===== src/rtl/calc_pkg.sv =====
// Shared calculator types for the keypad front end.
//   active_button_t : every button the controller understands, plus B_NONE
//   keypad_state_e  : scanner FSM states
//   KEYMAP          : physical key position (row*4 + col) to button
//   is_single_low   : true when exactly one bit of a row/col vector is low
//   low_index       : position of the low bit in a one-hot-low nibble
package calc_pkg;

    typedef enum logic [4:0] {
        B_NONE,
        B_NUM_0, B_NUM_1, B_NUM_2, B_NUM_3, B_NUM_4,
        B_NUM_5, B_NUM_6, B_NUM_7, B_NUM_8, B_NUM_9,
        B_OP_ADD, B_OP_SUB, B_OP_MUL, B_OP_DIV,
        B_OP_EQ,
        B_CLEAR
    } active_button_t;

    typedef enum logic [1:0] {
        KS_SCAN,
        KS_DEBOUNCE,
        KS_HELD
    } keypad_state_e;

    // Keypad legend, row-major:
    //   row0: 1 2 3 +   row1: 4 5 6 -   row2: 7 8 9 *   row3: C 0 = /
    localparam active_button_t KEYMAP [16] = '{
        B_NUM_1, B_NUM_2, B_NUM_3, B_OP_ADD,
        B_NUM_4, B_NUM_5, B_NUM_6, B_OP_SUB,
        B_NUM_7, B_NUM_8, B_NUM_9, B_OP_MUL,
        B_CLEAR, B_NUM_0, B_OP_EQ, B_OP_DIV
    };

    // Two or more low rows in one column is treated as no press (ghost rejection).
    function automatic logic is_single_low(input logic [3:0] v);
        return ($countones(~v) == 1);
    endfunction

    // Only meaningful for one-hot-low inputs; anything else maps to 0.
    function automatic logic [1:0] low_index(input logic [3:0] v);
        logic [1:0] idx;
        case (v)
            4'b1110: idx = 2'd0;
            4'b1101: idx = 2'd1;
            4'b1011: idx = 2'd2;
            4'b0111: idx = 2'd3;
            default: idx = 2'd0;
        endcase
        return idx;
    endfunction

endpackage


===== src/rtl/sync_bits.sv =====
// Multi-stage synchroniser for asynchronous inputs.
//   clk_i  : destination clock
//   rst_ni : asynchronous active-low reset, loads all stages with ones
//   d_i    : asynchronous input bits
//   q_o    : synchronised bits, STAGES cycles behind d_i
module sync_bits #(
    parameter int WIDTH  = 4,
    parameter int STAGES = 2
) (
    input  logic             clk_i,
    input  logic             rst_ni,
    input  logic [WIDTH-1:0] d_i,
    output logic [WIDTH-1:0] q_o
);

    logic [WIDTH-1:0] stage_q [STAGES];
    logic [WIDTH-1:0] stage_d [STAGES];

    // Each stage takes the previous one; stage 0 takes the raw pins.
    always_comb begin
        stage_d[0] = d_i;
        for (int i = 1; i < STAGES; i++) begin
            stage_d[i] = stage_q[i-1];
        end
    end

    // Reset to all-ones so released (pulled-up) rows are seen while in reset.
    always_ff @(posedge clk_i or negedge rst_ni) begin
        if (!rst_ni) begin
            for (int i = 0; i < STAGES; i++) begin
                stage_q[i] <= '1;
            end
        end else begin
            for (int i = 0; i < STAGES; i++) begin
                stage_q[i] <= stage_d[i];
            end
        end
    end

    assign q_o = stage_q[STAGES-1];

endmodule


===== src/rtl/keypad_scanner.sv =====
// 4x4 matrix keypad scanner with debounce, feeding the calculator controller.
//   clk_i           : system clock
//   rst_ni          : asynchronous active-low reset (deasserted synchronously inside)
//   row_ni          : keypad rows, pulled up, low = key closed in the driven column
//   col_no          : column drive, one-hot-low, rotates while scanning
//   active_button_o : last accepted key, held until the next accepted press
//   new_input_o     : one-cycle pulse per accepted press
//   key_held_o      : high from acceptance until a debounced release
module keypad_scanner
    import calc_pkg::*;
#(
    parameter int SCAN_CYCLES     = 1000,
    parameter int DEBOUNCE_CYCLES = 20000,
    parameter int SYNC_STAGES     = 2
) (
    input  logic           clk_i,
    input  logic           rst_ni,
    input  logic [3:0]     row_ni,
    output logic [3:0]     col_no,
    output active_button_t active_button_o,
    output logic           new_input_o,
    output logic           key_held_o
);

    localparam int CNT_MAX = (SCAN_CYCLES > DEBOUNCE_CYCLES) ? SCAN_CYCLES : DEBOUNCE_CYCLES;
    localparam int CNT_W   = (CNT_MAX > 1) ? $clog2(CNT_MAX) : 1;
    localparam logic [CNT_W-1:0] SCAN_LAST = CNT_W'(SCAN_CYCLES - 1);
    localparam logic [CNT_W-1:0] DEB_LAST  = CNT_W'(DEBOUNCE_CYCLES - 1);

    logic [1:0]       rst_pipe_q, rst_pipe_d;
    logic             rst_int_n;
    logic [3:0]       row_s;

    keypad_state_e    state_q, state_d;
    logic [CNT_W-1:0] cnt_q, cnt_d;
    logic [3:0]       col_q, col_d;
    logic [3:0]       pat_q, pat_d;
    active_button_t   btn_q, btn_d;
    logic             new_q, new_d;
    logic             held_q, held_d;

    logic [3:0]       col_next;
    logic [3:0]       key_idx;

    // Reset bridge: assertion reaches every flop at once, release is
    // aligned to the clock so no flop leaves reset on a different edge.
    always_comb begin
        rst_pipe_d = {rst_pipe_q[0], 1'b1};
    end

    always_ff @(posedge clk_i or negedge rst_ni) begin
        if (!rst_ni) begin
            rst_pipe_q <= 2'b00;
        end else begin
            rst_pipe_q <= rst_pipe_d;
        end
    end

    assign rst_int_n = rst_pipe_q[1];

    sync_bits #(
        .WIDTH  (4),
        .STAGES (SYNC_STAGES)
    ) u_row_sync (
        .clk_i  (clk_i),
        .rst_ni (rst_int_n),
        .d_i    (row_ni),
        .q_o    (row_s)
    );

    assign col_next = {col_q[2:0], col_q[3]};
    assign key_idx  = {low_index(pat_q), low_index(col_q)};

    // Next-state logic. The column only moves when leaving a column without
    // a candidate key, when a debounce fails, or after a debounced release,
    // so the latched column always matches the key being tracked.
    always_comb begin
        state_d = state_q;
        cnt_d   = cnt_q;
        col_d   = col_q;
        pat_d   = pat_q;
        btn_d   = btn_q;
        new_d   = 1'b0;
        held_d  = held_q;

        case (state_q)
            KS_SCAN: begin
                if (cnt_q == SCAN_LAST) begin
                    cnt_d = '0;
                    if (is_single_low(row_s)) begin
                        pat_d   = row_s;
                        state_d = KS_DEBOUNCE;
                    end else begin
                        col_d = col_next;
                    end
                end else begin
                    cnt_d = cnt_q + CNT_W'(1);
                end
            end

            KS_DEBOUNCE: begin
                if (row_s == pat_q) begin
                    if (cnt_q == DEB_LAST) begin
                        cnt_d   = '0;
                        new_d   = 1'b1;
                        btn_d   = KEYMAP[key_idx];
                        held_d  = 1'b1;
                        state_d = KS_HELD;
                    end else begin
                        cnt_d = cnt_q + CNT_W'(1);
                    end
                end else begin
                    cnt_d   = '0;
                    col_d   = col_next;
                    state_d = KS_SCAN;
                end
            end

            KS_HELD: begin
                // Any low row, including a second key, restarts the release count.
                if (row_s == 4'hF) begin
                    if (cnt_q == DEB_LAST) begin
                        cnt_d   = '0;
                        held_d  = 1'b0;
                        col_d   = col_next;
                        state_d = KS_SCAN;
                    end else begin
                        cnt_d = cnt_q + CNT_W'(1);
                    end
                end else begin
                    cnt_d = '0;
                end
            end

            default: begin
                cnt_d   = '0;
                state_d = KS_SCAN;
            end
        endcase
    end

    // All scanner state and registered outputs.
    always_ff @(posedge clk_i or negedge rst_int_n) begin
        if (!rst_int_n) begin
            state_q <= KS_SCAN;
            cnt_q   <= '0;
            col_q   <= 4'b1110;
            pat_q   <= 4'hF;
            btn_q   <= B_NONE;
            new_q   <= 1'b0;
            held_q  <= 1'b0;
        end else begin
            state_q <= state_d;
            cnt_q   <= cnt_d;
            col_q   <= col_d;
            pat_q   <= pat_d;
            btn_q   <= btn_d;
            new_q   <= new_d;
            held_q  <= held_d;
        end
    end

    assign col_no          = col_q;
    assign active_button_o = btn_q;
    assign new_input_o     = new_q;
    assign key_held_o      = held_q;

endmodule


===== config.mk =====
export PLATFORM = sky130hd
export DESIGN_NAME = keypad_scanner
export DESIGN_NICKNAME = d
export VERILOG_FILES = /design/src/rtl/calc_pkg.sv /design/src/rtl/sync_bits.sv /design/src/rtl/keypad_scanner.sv
export SDC_FILE = /design/constraint.sdc
export NUM_CORES = 1
export LEC_CHECK = 0
export BUFFER_PORTS_ARGS = -buffer_cell sky130_fd_sc_hd__buf_2
export CORE_ASPECT_RATIO = 1.2
export CORE_MARGIN = 5
export CORE_UTILIZATION = 45
export DETAILED_ROUTE_END_ITERATION = 7
export GPL_TIMING_DRIVEN = 0
export PLACE_DENSITY = 0.64
export SETUP_SLACK_MARGIN = 0.05
export SLEW_MARGIN = 20
export SYNTH_ARGS = -nofsm -noshare
export SYNTH_HDL_FRONTEND = slang
export SYNTH_SLANG_ARGS = --single-unit

===== constraint.sdc =====
create_clock -name clk_i -period 1.2 [get_ports clk_i]
set_clock_uncertainty 0.15 [all_clocks]
set_input_delay 0.06 -clock clk_i [delete_from_list [all_inputs] [get_ports clk_i]]
set_output_delay 0.06 -clock clk_i [all_outputs]
set_load 0.005 [all_outputs]

# [After elaboration in Yosys (flattened, before gate mapping)]
# Memories as Yosys holds them, arrays and structs flattened. A register that Yosys moved wholly into a read port is not among the register bits.
# Index checks and enable logic that the tools add are counted.
[totals] register_bits=37 romBits=80 input_bits=6 elab_cells=75 memories=1
[memory_table] memory="(name not given)" words=16 width=5 read_ports=1 rd_clocked_by_memory_dff=1 wr=0 line_no="keypad_scanner.sv:106" rtl="btn_d = KEYMAP[key_idx];"
[op_classes] n_addsub=4 eq_ne=22 mux=28 n_bitwise=2 reduce_logical=9
[ops] cell="15-bit 2-to-1 mux" count=4
[ops] cell="15-bit case mux with 3 select lines" count=1
[ops] cell="4-bit == test, second input constant" count=5
[ops] cell="4-bit 2-to-1 mux" count=5
[ops] cell="2-bit case mux with 3 select lines" count=3
[ops] cell="2-bit inequality test, second input constant" count=8
[ops] cell="15-bit by 1-bit adder with 15-bit output, second input constant" count=1
[ops] cell="15-bit by 10-bit == test with 1-bit output, second input constant" count=1
[ops] cell="15-bit == test, second input constant" count=1
[ops] cell="2-bit 2-to-1 mux" count=6
[ops] cell="4-bit case mux with 3 select lines" count=1
[ops] cell="5-bit AND reduction" count=2
[ops] cell="4-bit by 3-bit == test with 1-bit output, second input constant" count=2
[ops] cell="1-bit 2-to-1 mux" count=7
[ops] cell="3-bit AND reduction" count=2
[ops] cell="6-bit AND reduction" count=1
[ops] cell="4-bit inverter with 5-bit output" count=1
[ops] cell="1-bit by 1-bit adder with 2-bit output" count=2
[ops] cell="4-bit == test" count=1
[ops] cell="4-bit inverter" count=1
[ops] cell="2-bit by 2-bit adder with 3-bit output" count=1
[ops] cell="3-bit by 1-bit == test with 1-bit output, second input constant" count=1
[ops] cell="3-bit inequality test, second input constant" count=1
[ops] cell="3-bit nonzero test" count=1
[ops] cell="6 further kinds" count=6

# [Logic depth before layout (Yosys ltp)]
[logic_depth] depth_word=7 mapped_depth=9 ltp_nobuf=9

# [Hierarchy]
# From an unflattened synthesis, not the netlist that was laid out.
[hier_totals] cells_unflattened=193 hier_area_um2=2150.8
[modules_own_cells] mod="keypad_scanner" n_inst=1 cells_each=185 area_each_um2=1940.6
[modules_own_cells] mod="sync_bits" n_inst=1 cells_each=8 area_each_um2=210.2

# [Worst setup path before layout]
# Ideal clock, no wire load.
[synth_path] kind="flip-flop to flip-flop" start="register u_row_sync.stage_q (netlist bit u_row_sync.q_o[0])" end="register col_q[0], in the netlist col_no[0]" arrival_ns=2.155 t_required_ns=0.922 slack_ns=-1.233 stages_incl_launch_ff=10 period_less_slack_ns=2.433 cell_sequence="dfstp_2 fa_1 inv_1 ha_1 ha_1 nor2_1 nand3_1 and2_1 nand4_4 mux2_1"
[synth_between] elab_chain_len=6 word_cells_on_any_way=10 cone_classes="2 x add/sub; 6 x eq/ne; 1 x bitwise; 1 x reduce/logical"
[synth_lines] item="start: declaration" line_no="sync_bits.sv:16" rtl="logic [WIDTH-1:0] stage_q [STAGES];"
[synth_lines] item="start signal: indexed assignment" line_no="sync_bits.sv:35" rtl="stage_q[i] <= stage_d[i];"
[synth_lines] item="4-bit inverter" line_no="calc_pkg.sv:35" rtl="return ($countones(~v) == 1);"
[synth_lines] item="1-bit by 1-bit adder with 2-bit output (implied by the code)" line_no="calc_pkg.sv:35"
[synth_lines] item="2-bit by 2-bit adder with 3-bit output (implied by the code)" line_no="calc_pkg.sv:35"
[synth_lines] item="3-bit by 1-bit == test with 1-bit output" line_no="calc_pkg.sv:35"
[synth_lines] item="2-bit inequality test (no source line)"
[synth_lines] item="6-bit AND reduction (no source line) (*)"
[synth_lines] item="end signal: assignment" line_no="keypad_scanner.sv:155" rtl="col_q <= col_d;"
[synth_lines] item="end: declaration" line_no="keypad_scanner.sv:36" rtl="logic [3:0] col_q, col_d;"
# Mark *: on every way between the ends. The rest lies on a longest branch, timed or not.
# A chain may end at the register's enable or synchronous reset.

# [Worst setup path after layout]
[layout_path] start="register cnt_q[6]" end="register col_q[0], in the netlist col_no[0]"
[layout_between] elab_chain_len=3 word_cells_on_any_way=5 cone_classes="4 x eq/ne; 1 x reduce/logical"
[layout_lines] item="start: declaration" line_no="keypad_scanner.sv:35" rtl="logic [CNT_W-1:0] cnt_q, cnt_d;"
[layout_lines] item="start signal: assignment" line_no="keypad_scanner.sv:154" rtl="cnt_q <= cnt_d;"
[layout_lines] item="15-bit == test or 15-bit by 10-bit == test with 1-bit output (tied branches)" line_no="keypad_scanner.sv:122, keypad_scanner.sv:88"
[layout_lines] item="2-bit inequality test (no source line)"
[layout_lines] item="6-bit AND reduction (no source line) (*)"
# Marked as above.

==> summary.md <==
| Metric | Value |
|---|---|
| Core area | `4590 um2` |
| Hold WC Path Type | `register to async pin` |
| Synthesized area | `2120 um2` |
| MaxCap Viol Count | `0` |
| Failing checks | `negative setup slack` |
| Layout cells sized above 1 | `51.0%` |
| Worst-Margin Slew | `0.529 ns` |
| Detail Placement HPWL | `2620 um` |
| Starting Density | `46.2%` |
| Largest net degree at the start of global routing | `41` |
| Clk sinks | `42` |
| Gr ovfl total | `0` |
| Drt pass-1 iters | `5` |
| FP Rows | `27` |
| Initial antenna violation count | `0` |
| Die area | `6190 um2` |
| Seq cells post-synth | `42` |
| Cell Pwr Density | `919 nW/um2` |
| Area growth, synth to finish | `38.9%` |
| Crit path arrival time | `2.51 ns` |
| Worst setup EP type | `register` |
| WL final | `4460 um` |
| R2r setup slk | `-1.27 ns` |
| FFs w/ async S/R, synth | `100%` |
| CTS Buffer Depth | `2` |
| Vias per cell | `5.26` |
| Placement Cell Area | `2340 um2` |
| Seq/Total Area, Yosys | `50.4%` |
| Vias | `1,584` |
| # port buffers | `16` |
| Vias in the first global route | `1,548` |
| Cells after Synth | `192` |
| First-pass GRT wire length | `7080 um` |
| Ys flop type | `dfrtp_1` |
| H-tree levels | `2` |
| Max Slew Vio Count | `0` |
| PnR worst setup slack | `-1.27 ns` |
| Slew headroom | `64.7%` |
| Maximum fanout along the worst path | `4` |
| Min Tclk post-route | `2.47 ns` |
| Final Non-Filler Cells | `301` |
| Worst vdd ir | `537 uV` |
| Kind of critical path | `register to register` |
| Average size of a mapped cell | `11.0 um2` |
| DRT iter0 DRCs | `42` |
| Max Freq | `0.405 GHz` |
| Unrepaired setup endpoints after global routing | `true` |
| Placed insts | `266` |
| Final Hold Fails | `0` |
| Status | `finished, violations left` |
| Period Utilization, post-route | `206%` |
| # DRC | `0` |
| Total CTS buffers | `5` |
| Die Span Y | `85.2 um` |
| Reg clk slew, reported paths | `0.08 ns` |
| Root Buffer | `clkbuf_8` |
| CTS tree | `done` |
| Synth unique cells | `39` |
| Syn nets | `207` |
| Clk_lat worst skew | `0.29 ns` |
| Synth warn | `0` |
| Final setup vio count | `35` |
| Die W | `72.7 um` |
| P_leak | `1.32 nW` |
| WP data required | `1.24 ns` |
| Critical Path Source Type | `register` |
| Routed wire per std cell | `14.8 um` |
| Finished Core Util | `64.1%` |
| Io pins | `17` |
| Routability cong. | `0.799` |
| Post-layout nets | `257` |
| GR Util All Layers | `14.7%` |
| Antenna diodes | `0` |
| Post-synth EDFFs | `0` |
| Number of routed nets with antenna violations | `0` |
| Final Instance Area | `2950 um2` |
## repair_timing
action	4_1_cts	5_1_grt
buffers inserted	10	12
endpoints found under the setup margin	51	35
hold buffers	6	0
pin swaps	4	15
hold endpoints to repair	6	0
resized for setup	25	51
gates cloned	1	0
## cell usage in the layout, fill, tap and decap left out, drive strengths merged, types with 2 or more instances in the layout
master / n
buf: 40
dfrtp: 27
nor2: 27
xor2: 15
dfstp: 15
mux2: 13
nand3: 12
clkbuf: 11
nand2: 9
ha: 8
inv: 7
dlygate4sd3: 6
nand4: 6
o21ai: 6
xnor2: 5
mux2i: 5
a21oi: 4
nor2b: 3
and3: 3
nor3: 2
or4: 2
and4: 2
nor4: 2
## power breakdown
group | internal (W) | leakage, nW | switching, W
sequential | 0.00144 | 0.515 | 0.0000354
clock | 0.000623 | 0.0524 | 0.000471
combinational | 0.0000729 | 0.753 | 0.0000597
total | 0.00214 | 1.32 | 0.000566
## path summary, 6_finish.rpt
| check | cells after the start | startpoint | end |
|---|---|---|---|
| max | 5 | cnt_q[6] | col_no[0] |
| min | 0 | rst_pipe_q[1] | active_button_o[3] |
| max reg2reg | 5 | cnt_q[6] | col_no[0] |
| min reg2reg | 0 | rst_pipe_q[1] | active_button_o[3] |
| max in group asynchronous | 3 | rst_ni | rst_pipe_q[1] |
| min in group clk_i | 0 | u_row_sync.stage_d[2] | u_row_sync.q_o[2] |
## flip-flops by register name, summed over array words and instances, names as in the netlist
name / count
active_button_o: 5
cnt_q: 15
col_no: 4
key_held_o: 1
new_input_o: 1
pat_q: 4
rst_pipe_q: 2
state_q: 2
u_row_sync.q_o: 4
u_row_sync.stage_d: 4
## area by class of cell
class                           instances  area (um2)
Buffer                                  5        53.8
Clock buffer                            7        76.3
Clock inverter                          1        30.0
Fill cell                             369        1650
Inverter                                7        26.3
Multi-Input combinational cell        136        1250
Sequential cell                        42        1080
Tap cell                               58        72.6
Timing Repair Buffer                   45         355
## critical path, cell delays in order, from the launching register on
cell     delay (ns)
dfrtp_1        0.42
or4_1          0.53
or4_4          0.59
o21ai_4        0.19
nand4_4        0.16
mux2_4         0.32
## synthesized netlist by cell type, drive strengths merged (2+ instances only)
| cell | instances | share of area, % |
|---|---|---|
| a21oi | 4 | 0.94 |
| and3 | 3 | 0.89 |
| nand2 | 9 | 1.6 |
| ha | 8 | 4.7 |
| nor2b | 3 | 0.89 |
| o21ai | 6 | 1.9 |
| nor3 | 2 | 0.47 |
| clkbuf | 4 | 0.71 |
| dfrtp | 27 | 32 |
| nor4 | 2 | 0.59 |
| nor2 | 27 | 4.8 |
| nand3 | 12 | 2.8 |
| buf | 3 | 1.0 |
| nand4 | 6 | 2.5 |
| mux2i | 5 | 2.4 |
| and4 | 2 | 0.89 |
| or4 | 2 | 0.71 |
| mux2 | 13 | 6.9 |
| xor2 | 15 | 6.2 |
| dfstp | 15 | 19 |
| xnor2 | 5 | 2.1 |
| inv | 7 | 1.2 |
## cell families after synthesis
family / count (synthesis) / share of synthesized area, %
fa+ha+maj: 9 / 5.66
flops: 42 / 50.4
buf+inv: 14 / 2.95
compound gates: 13 / 4.07
mux: 18 / 9.26
other cells: 1 / 0.177
simple gates: 75 / 19.2
xor+xnor: 20 / 8.26
## through the flow
stage / TNS [ns] / total power [W] / setup WS [ns] / hold WS [ns]
after floorplan: -30.92 / 0.00154 / -1.16 / -0.386
after global placement: -36.47 / 0.00157 / -1.34 / -0.305
after detailed placement: -36.93 / 0.00157 / -1.37 / -0.302
after CTS: -33.75 / 0.00272 / -1.23 / 0.181
after global routing: -37.50 / 0.00284 / -1.34 / 0.207
final: -35.53 / 0.00271 / -1.27 / 0.155
## routing by layer
| layer | vias up | wire length, um | track usage (%) |
|---|---|---|---|
| met5 | - | 0 | 0 |
| met4 | 0 | 69 | 6.21 |
| met3 | 6 | 189 | 3.32 |
| met2 | 40 | 2400 | 25.9 |
| met1 | 778 | 1800 | 16.7 |
| li1 | 760 | - | - |
Note: power is estimated with default switching activity, not from simulation.
